File: config.mk
export PLATFORM = sky130hd
export DESIGN_NAME = cmd_dispatch_p
export DESIGN_NICKNAME = d
export VERILOG_FILES = /design/src/rtl/cmd_dispatch_p.sv
export SDC_FILE = /design/constraint.sdc
export NUM_CORES = 1
export LEC_CHECK = 0
export ABC_AREA = 1
export CORE_MARGIN = 2
export CORE_UTILIZATION = 44
export CTS_CLUSTER_SIZE = 12
export DETAILED_ROUTE_END_ITERATION = 16
export GPL_ROUTABILITY_DRIVEN = 0
export PLACE_DENSITY = 0.78
export SYNTH_ARGS = -nofsm -noshare
export SYNTH_HDL_FRONTEND = slang
export SYNTH_SLANG_ARGS = --single-unit
File: constraint.sdc
create_clock -name clk -period 2.2 [get_ports clk]
set_input_delay 0.33 -clock clk [delete_from_list [all_inputs] [get_ports clk]]
set_output_delay 0.33 -clock clk [all_outputs]
set_load 0.05 [all_outputs]
File: src/rtl/cmd_dispatch_p.sv
// Host command dispatcher: decodes 24-bit UART commands into SPI transactions,
// tracks per-channel gain settings and returns ACK/NAK/read-data responses.
module cmd_dispatch_p #(
    parameter int          NUM_CH  = 3,
    parameter logic [7:0]  GAIN_HI = 8'h13,
    parameter int          TIMEOUT = 1024,
    parameter logic [7:0]  ACK     = 8'hA5,
    parameter logic [7:0]  NAK     = 8'hEE
) (
    input  logic                  clk,
    input  logic                  rst_n,
    input  logic                  cmd_rdy,
    input  logic [23:0]           cmd,
    output logic                  clr_cmd_rdy,
    output logic                  wrt_SPI,
    output logic [15:0]           SPI_data,
    output logic [2:0]            ss,
    input  logic                  SPI_done,
    input  logic [7:0]            EEP_rd_data,
    output logic                  send_resp,
    output logic [7:0]            resp_data,
    input  logic                  resp_sent,
    output logic [3*NUM_CH-1:0]   gain,
    output logic [NUM_CH-1:0]     capture_gain
);

    localparam int WD_W = $clog2(TIMEOUT + 1);

    typedef enum logic [2:0] {IDLE, SPI_WAIT, RD_GAP, RD_WAIT, RESP, RESP_WAIT} state_t;
    typedef enum logic [3:0] {
        OP_CFG_GAIN = 4'h2,
        OP_SET_TRIG = 4'h3,
        OP_RD_GAIN  = 4'h4,
        OP_WRT_EEP  = 4'h8,
        OP_RD_EEP   = 4'h9
    } op_t;

    state_t            state;
    logic [23:0]       cmd_q;
    logic [WD_W-1:0]   wd;
    logic [7:0]        gain_code;
    logic              ch_ok;
    logic [2:0]        rd_gain;
    logic              wd_expired;

    always_comb begin
        case (cmd[12:10])
            3'd0:    gain_code = 8'h02;
            3'd1:    gain_code = 8'h05;
            3'd2:    gain_code = 8'h09;
            3'd3:    gain_code = 8'h14;
            3'd4:    gain_code = 8'h28;
            3'd5:    gain_code = 8'h46;
            3'd6:    gain_code = 8'h6B;
            default: gain_code = 8'hDD;
        endcase
    end

    always_comb begin
        ch_ok   = 1'b0;
        rd_gain = '0;
        for (int unsigned i = 0; i < NUM_CH; i++) begin
            if (i == 32'(cmd[9:8])) begin
                ch_ok   = 1'b1;
                rd_gain = gain[3*i +: 3];
            end
        end
    end

    assign wd_expired = (wd == WD_W'(TIMEOUT - 1));

    always_ff @(posedge clk or negedge rst_n) begin
        if (!rst_n) begin
            state        <= IDLE;
            cmd_q        <= '0;
            wd           <= '0;
            clr_cmd_rdy  <= 1'b0;
            wrt_SPI      <= 1'b0;
            SPI_data     <= '0;
            ss           <= '0;
            send_resp    <= 1'b0;
            resp_data    <= '0;
            gain         <= '0;
            capture_gain <= '0;
        end else begin
            clr_cmd_rdy  <= 1'b0;
            wrt_SPI      <= 1'b0;
            send_resp    <= 1'b0;
            capture_gain <= '0;
            case (state)
                IDLE: begin
                    if (cmd_rdy) begin
                        cmd_q       <= cmd;
                        clr_cmd_rdy <= 1'b1;
                        wd          <= '0;
                        case (cmd[19:16])
                            OP_CFG_GAIN: begin
                                if (ch_ok) begin
                                    SPI_data <= {GAIN_HI, gain_code};
                                    ss       <= 3'(cmd[9:8]) + 3'd1;
                                    wrt_SPI  <= 1'b1;
                                    state    <= SPI_WAIT;
                                end else begin
                                    resp_data <= NAK;
                                    state     <= RESP;
                                end
                            end
                            OP_SET_TRIG: begin
                                SPI_data <= {8'h00, cmd[7:0]};
                                ss       <= 3'd7;
                                wrt_SPI  <= 1'b1;
                                state    <= SPI_WAIT;
                            end
                            OP_RD_GAIN: begin
                                resp_data <= ch_ok ? {5'b0, rd_gain} : NAK;
                                state     <= RESP;
                            end
                            OP_WRT_EEP: begin
                                SPI_data <= {2'b01, cmd[13:0]};
                                ss       <= 3'd4;
                                wrt_SPI  <= 1'b1;
                                state    <= SPI_WAIT;
                            end
                            OP_RD_EEP: begin
                                SPI_data <= {2'b00, cmd[13:8], 8'h00};
                                ss       <= 3'd4;
                                wrt_SPI  <= 1'b1;
                                state    <= SPI_WAIT;
                            end
                            default: begin
                                resp_data <= NAK;
                                state     <= RESP;
                            end
                        endcase
                    end
                end
                SPI_WAIT: begin
                    // SPI_done is checked first so it wins over a same-edge watchdog expiry
                    if (SPI_done) begin
                        case (cmd_q[19:16])
                            OP_RD_EEP: state <= RD_GAP;
                            OP_CFG_GAIN: begin
                                for (int unsigned i = 0; i < NUM_CH; i++) begin
                                    if (i == 32'(cmd_q[9:8])) begin
                                        gain[3*i +: 3]  <= cmd_q[12:10];
                                        capture_gain[i] <= 1'b1;
                                    end
                                end
                                resp_data <= ACK;
                                ss        <= '0;
                                state     <= RESP;
                            end
                            default: begin
                                resp_data <= ACK;
                                ss        <= '0;
                                state     <= RESP;
                            end
                        endcase
                    end else if (wd_expired) begin
                        resp_data <= NAK;
                        ss        <= '0;
                        state     <= RESP;
                    end else begin
                        wd <= wd + 1'b1;
                    end
                end
                RD_GAP: begin
                    wrt_SPI <= 1'b1;
                    wd      <= '0;
                    state   <= RD_WAIT;
                end
                RD_WAIT: begin
                    if (SPI_done) begin
                        resp_data <= EEP_rd_data;
                        ss        <= '0;
                        state     <= RESP;
                    end else if (wd_expired) begin
                        resp_data <= NAK;
                        ss        <= '0;
                        state     <= RESP;
                    end else begin
                        wd <= wd + 1'b1;
                    end
                end
                RESP: begin
                    send_resp <= 1'b1;
                    state     <= RESP_WAIT;
                end
                RESP_WAIT: begin
                    if (resp_sent) begin
                        SPI_data <= '0;
                        state    <= IDLE;
                    end
                end
                default: state <= IDLE;
            endcase
        end
    end

endmodule

==> impl_metrics.env, run 1 <==
export IMPL_outcome="finished, final reports clean"
export IMPL_hp_class="flip-flop to flip-flop"
export IMPL_synth_commonest_cells="nand2_1 (159), dfrtp_1 (64), inv_1 (45)"
export IMPL_p_leak_nw=2.26
export IMPL_finalCriticalPeriod_ns=1.91
export IMPL_timing_fmax_ghz=0.525
export IMPL_ys_async_sr_fraction=1.00
export IMPL_pwr_share_seq=0.325
export IMPL_hold_violations=0
export IMPL_max_stage_delay_ns=0.82
export IMPL_cp_arrival_ns=1.58
export IMPL_ant_nets=0
export IMPL_worst_setup_path_start_kind="flip-flop"
export IMPL_synthAdderAreaFrac=0.0208
export IMPL_num_vias=3378
export IMPL_synth_xor_area_frac=0.00972
export IMPL_port_buffers=71
export IMPL_dieHeight_um=94.5
export IMPL_drv_slew=0
export IMPL_syn_nets=517
export IMPL_cts_made_buffers=9
export IMPL_synthDistinctLibCells=35
export IMPL_viasPerCell=5.06
export IMPL_synthMuxAreaShare=0
export IMPL_fin_skew_ns=0.00848
export IMPL_synth_edff_count=0
export IMPL_synth_area_top_cells="dfrtp_1 (44%), nand2_1 (17%), nand3_1 (5.6%)"
export IMPL_synth_area_um2=3600
export IMPL_rows=33
export IMPL_antenna_found_initial=0
export IMPL_whs_ns=0.473
export IMPL_p_sw_w=0.00270
export IMPL_wl_um=8930
export IMPL_grt_pass1_vias=3341
export IMPL_drc_errors=0
export IMPL_hpwl_um=6570
export IMPL_ctsResizeCount=0
export IMPL_end_kind="output port"
export IMPL_cp_slowest_cell="clkdlybuf4s50_1"
export IMPL_crit_type="flip-flop to output port"
export IMPL_setup_violations_final=0
export IMPL_drt_iter0_markers=178
export IMPL_slew_headroom=0.657
export IMPL_root_buffer="clkbuf_8"
export IMPL_finalCritPeriodShare=0.866
export IMPL_ir_worst_vdd_mv=0.764
export IMPL_firstDrtPassIters=5
export IMPL_htreeDepth=3
export IMPL_fin_tns_setup_ns=0
export IMPL_synth_seq_cells=64
export IMPL_grt_usage=0.218
export IMPL_path_max_fanout=3
export IMPL_cts_sinks=64
export IMPL_path_cells="clkdlybuf4s50_1"
export IMPL_cp_required_ns=1.87
export IMPL_die_w_um=94.5
export IMPL_ios=79
export IMPL_ys_flop_type="dfrtp_1"
export IMPL_yosysMostFrequentCell="nand2_1"
export IMPL_grt_pass1_wl_um=15200
export IMPL_synth_top_family_by_area="simple AND/OR/NAND/NOR gates"
export IMPL_path_clk_slew_ns=0.08
export IMPL_core_area_um2=8090
export IMPL_yosysTopAreaCellShare=0.444
export IMPL_synth_compound_area_frac=0.101
export IMPL_nFillCells=775
export IMPL_seq_area_frac_synth=0.444
export IMPL_start_util=0.445
export IMPL_critPathTopFamily="buffers and inverters"
export IMPL_maxCapViolCount=0
export IMPL_synth_top_cell_by_area="dfrtp_1"
export IMPL_syn_inst=474
export IMPL_worstSkewPairLatency_ns=0.35
export IMPL_pwr_share_comb=0.503
export IMPL_grt_start_max_net_pins=65
export IMPL_nNetsFinal=601
export IMPL_ys_warn_count=0
export IMPL_cts_buffer_depth=2
export IMPL_overflow=0
export IMPL_power_density_nw_per_um2=1180
export IMPL_cts_hold_buf=1
export IMPL_p_int_w=0.00279
export IMPL_antenna_cells=0
export IMPL_syn_to_final_growth_pct=29.0
export IMPL_crit_buf_inv=1
export IMPL_rsz0062_at_grt="no"
export IMPL_post_cts_setup_buffers=0
export IMPL_wl_per_cell_um=13.4
export IMPL_tightest_slew_ns=0.513
export IMPL_drive_gt1_frac=0.130
export IMPL_avgSynthCellArea_um2=7.60
export IMPL_pwr_share_clk=0.172
export IMPL_die_area_um2=8930
export IMPL_switching_share=0.492
export IMPL_cts_tree="yes"
export IMPL_synthSimpleGateAreaFrac=0.349
-- layer usage --
layer	vias to the layer above	global-route usage	routed length, um	part of all wire
met5	-	0	0	0
met4	0	0.103	185	0.021
met3	16	0.0583	536	0.060
met2	104	0.371	4390	0.49
met1	1581	0.257	3820	0.43
li1	1677	-	-	-
-- through the flow --
stage               power (W)  area (um^2)  utilization  setup WS, ns  cells
floorplan             0.00375         3600            -         0.625    474
global placement      0.00449         4460        0.551         0.157    651
detailed placement    0.00457         4460        0.551        0.0914    651
CTS                   0.00553         4650        0.574         0.285    668
global route          0.00586         4650        0.574         0.141    668
finish                0.00550         4650        0.574         0.295    668
-- registers in the layout, summed over array words and instances, names as in the netlist --
| name | flops |
|---|---|
| clr_cmd_rdy | 1 |
| SPI_data | 15 |
| wd | 11 |
| resp_data | 8 |
| capture_gain | 3 |
| send_resp | 1 |
| wrt_SPI | 1 |
| state | 3 |
| gain | 9 |
| cmd_q | 9 |
| ss | 3 |
-- area by class of cell --
| class | count | area [um^2] | area share |
|---|---|---|---|
| clock buffer | 9 | 124 | 0.0267 |
| tap | 105 | 131 | 0.0283 |
| clock inverter | 7 | 55.1 | 0.0118 |
| timing repair buffer | 82 | 803 | 0.173 |
| sequential | 64 | 1600 | 0.345 |
| inverter | 52 | 195 | 0.0420 |
| multi-input combinational | 349 | 1740 | 0.374 |
-- final timing paths --
path / to / slack, ns / cells past startpoint / from
worst max register to register: wd[3] / 0.38 / 9 / wd[0]
worst min register to register: SPI_data[11] / 0.47 / 2 / SPI_data[11]
worst max-delay path: gain[1] / 0.29 / 1 / gain[1]
max in group asynchronous: cmd_q[11] / 1.40 / 3 / rst_n
min in group asynchronous: wd[10] / 0.52 / 3 / rst_n
worst min-delay path: SPI_data[11] / 0.47 / 2 / SPI_data[11]
-- layout by cell type (no fill, tap or decap), types with 2 or more instances in the layout --
master and n:
nand4_2 3, inv_6 2, nand2_1 159, clkdlybuf4s50_1 70, o21ai_0 33, xor2_1 4, nand2_2 11, a21oi_1 6
nand2_4 4, inv_1 45, clkbuf_8 9, ha_1 6, clkinv_2 2, o21ai_2 7, o31ai_1 2, nor2_2 4
nor2_4 5, inv_2 6, nand3_1 40, o211ai_1 3, dfrtp_1 64, nand4_1 5, o21ai_1 11, or2_2 2
buf_4 9, nor2_1 36
-- power groups by stage --
stage | Sequential (W) | Combinational, W | Clock [W]
4_1_cts | 0.00178 | 0.00278 | 0.000966
3_5_place_dp | 0.00180 | 0.00276 | 0
6_report | 0.00179 | 0.00276 | 0.000947
5_1_grt | 0.00182 | 0.00301 | 0.00102
2_1_floorplan | 0.00255 | 0.00120 | 0
3_3_place_gp | 0.00179 | 0.00270 | 0
-- cell families after synthesis --
group	Yosys count
and+or+nand+nor	274
buffers and inverters	61
other	1
AOI/OAI and AO/OA	64
DFF	64
xor gates and xnor gates	4
adders and majority gates	6
No activity file was read; power rests on OpenSTA's default activity.
==> run 2: changes to the inputs <==
- CTS_CLUSTER_SIZE: 12 -> 25
==> results of run 2 <==
No change in the layout: final DEF, timing and power equal those of run 1.
==> run 3: changes to the inputs <==
- SETUP_SLACK_MARGIN: unset -> 0.5
==> run 3 against run 2 <==
Effect of this change:
- clock-buffer cell count did not move
- sequential share of layout area fell by 1.6 points
- worst hold slack got worse by 0.15 ns
- clock power about the same
- register-to-register slack improved by 0.21 ns
- fmax increased by 17%
- sequential cell count unchanged
- critical path depth unchanged
- design area is 5.3% higher
- via count rose by 4.8%
- setup slack gained 0.28 ns
==> impl_metrics.env, run 3 (same netlist as run 1, synthesis figures left out) <==
export IMPL_tightest_slew_ns=0.515
export IMPL_htreeDepth=3
export IMPL_slew_headroom=0.658
export IMPL_hold_violations=0
export IMPL_dieHeight_um=94.5
export IMPL_ir_worst_vdd_mv=0.688
export IMPL_largest_reg_flops=15
export IMPL_port_buffers=71
export IMPL_cp_arrival_ns=1.29
export IMPL_wl_um=9540
export IMPL_rrSetupSlack_ns=0.59
export IMPL_power_density_nw_per_um2=1160
export IMPL_grt_pass1_vias=3359
export IMPL_drv_slew=0
export IMPL_antenna_cells=0
export IMPL_cp_required_ns=1.87
export IMPL_firstDrtPassIters=5
export IMPL_pwr_share_seq=0.314
export IMPL_num_vias=3540
export IMPL_ios=79
export IMPL_worst_setup_path_start_kind="flip-flop"
export IMPL_fin_area_um2=4890
export IMPL_core_area_um2=8090
export IMPL_final_common_cell="nand2_1"
export IMPL_outcome="finished, final reports clean"
export IMPL_cts_buffer_depth=2
export IMPL_rsz0062_at_grt="yes"
export IMPL_fin_tns_setup_ns=0
export IMPL_maxCapViolCount=0
export IMPL_finalCriticalPeriod_ns=1.62
export IMPL_grt_usage=0.220
export IMPL_pwr_share_comb=0.520
export IMPL_p_int_w=0.00281
export IMPL_pwr_share_clk=0.166
export IMPL_p_leak_nw=2.55
export IMPL_drive_gt1_frac=0.181
export IMPL_die_area_um2=8930
export IMPL_p_sw_w=0.00289
export IMPL_drc_errors=0
export IMPL_final_cell_mix="nand2_1 (157), dfrtp_1 (60), inv_1 (44), dlygate4sd2_1 (41), nand3_1 (39)"
export IMPL_cts_sinks=64
export IMPL_start_util=0.445
export IMPL_drt_iter0_markers=269
export IMPL_cts_made_buffers=9
export IMPL_ant_nets=0
export IMPL_placed_area_um2=4460
export IMPL_overflow=0
export IMPL_hpwl_um=6570
export IMPL_setup_violations_final=0
export IMPL_finalCritPeriodShare=0.738
export IMPL_grt_start_max_net_pins=65
export IMPL_syn_to_final_growth_pct=35.8
export IMPL_root_buffer="clkbuf_8"
export IMPL_switching_share=0.507
export IMPL_viasPerCell=5.16
export IMPL_top_regs="SPI_data: 15 flops, wd: 11 flops"
export IMPL_cp_slowest_cell="dlygate4sd2_1"
export IMPL_end_kind="output port"
export IMPL_max_stage_delay_ns=0.54
export IMPL_wl_per_cell_um=13.9
export IMPL_fin_skew_ns=0.00590
export IMPL_whs_ns=0.323
export IMPL_timing_fmax_ghz=0.616
export IMPL_rows=33
export IMPL_fin_util=0.605
export IMPL_path_clk_slew_ns=0.08
export IMPL_grt_pass1_wl_um=15400
export IMPL_top_register="SPI_data"
export IMPL_worstSkewPairLatency_ns=0.35
export IMPL_crit_buf_inv=1
export IMPL_path_cells="dlygate4sd2_1"
export IMPL_power_w=0.00569
export IMPL_hp_class="input port to flip-flop"
export IMPL_critPathTopFamily="buffers and inverters"
export IMPL_antenna_found_initial=0
export IMPL_nNetsFinal=619
export IMPL_die_w_um=94.5
export IMPL_cts_tree="yes"
export IMPL_crit_type="flip-flop to output port"
export IMPL_path_max_fanout=3
[run 3: cell count changes in the layout (fill, tap and decap cells not counted), sizes merged, moves of 4 or more]
cell           delta
buf              +16
clkdlybuf4s50    -45
dlygate4sd2      +41
dlymetal6s2s      +4
[run 3: power by group through the flow]
| stage | logic [W] | registers [W] | clock network (W) |
|---|---|---|---|
| after global routing | 0.00321 | 0.00183 | 0.00102 |
| after floorplan | 0.00120 | 0.00255 | 0 |
| final | 0.00296 | 0.00179 | 0.000945 |
| after detailed placement | 0.00276 | 0.00180 | 0 |
| after CTS | 0.00266 | 0.00177 | 0.000966 |
| after global placement | 0.00270 | 0.00179 | 0 |
[run 3: repair_timing]
item,4_1_cts,5_1_grt
hold buffers,1,0
gates resized for setup,46,26
setup buffers,1,15
gates cloned,0,2
hold endpoints to repair,17,0
pin swaps,1,9
setup endpoints to repair,56,48
[run 3: final timing paths]
| check | startpoint | end | cells after the start |
|---|---|---|---|
| max | gain[1] | gain[1] | 1 |
| min | cmd[8] | cmd_q[8] | 3 |
| max reg2reg | state[1] | state[0] | 10 |
| min reg2reg | SPI_data[11] | SPI_data[11] | 2 |
| max in group asynchronous | rst_n | state[2] | 3 |
| min in group asynchronous | rst_n | resp_data[5] | 3 |
[run 3: final cells by class]
type	instances	area (um^2)
inverters	52	201
fillers	746	3200
repair buffers	98	907
flip-flops and latches	64	1610
clock inverters	7	55.1
clock buffers	9	124
multi-input cells	351	1870
well taps	105	131
[run 3: metrics by stage]
stage / worst slack [ns] / instances
2_1_floorplan: 0.625 / 474
3_3_place_gp: 0.157 / 651
3_5_place_dp: 0.0914 / 651
4_1_cts: 0.509 / 669
5_1_grt: 0.471 / 686
6_report: 0.577 / 686
[run 3: per-layer routing]
metal | part of all wire | vias up | global-route usage
met5 | 0 | - | 0
met4 | 0.025 | 0 | 0.107
met3 | 0.058 | 25 | 0.0583
met2 | 0.49 | 120 | 0.372
met1 | 0.43 | 1672 | 0.258
li1 | - | 1723 | -
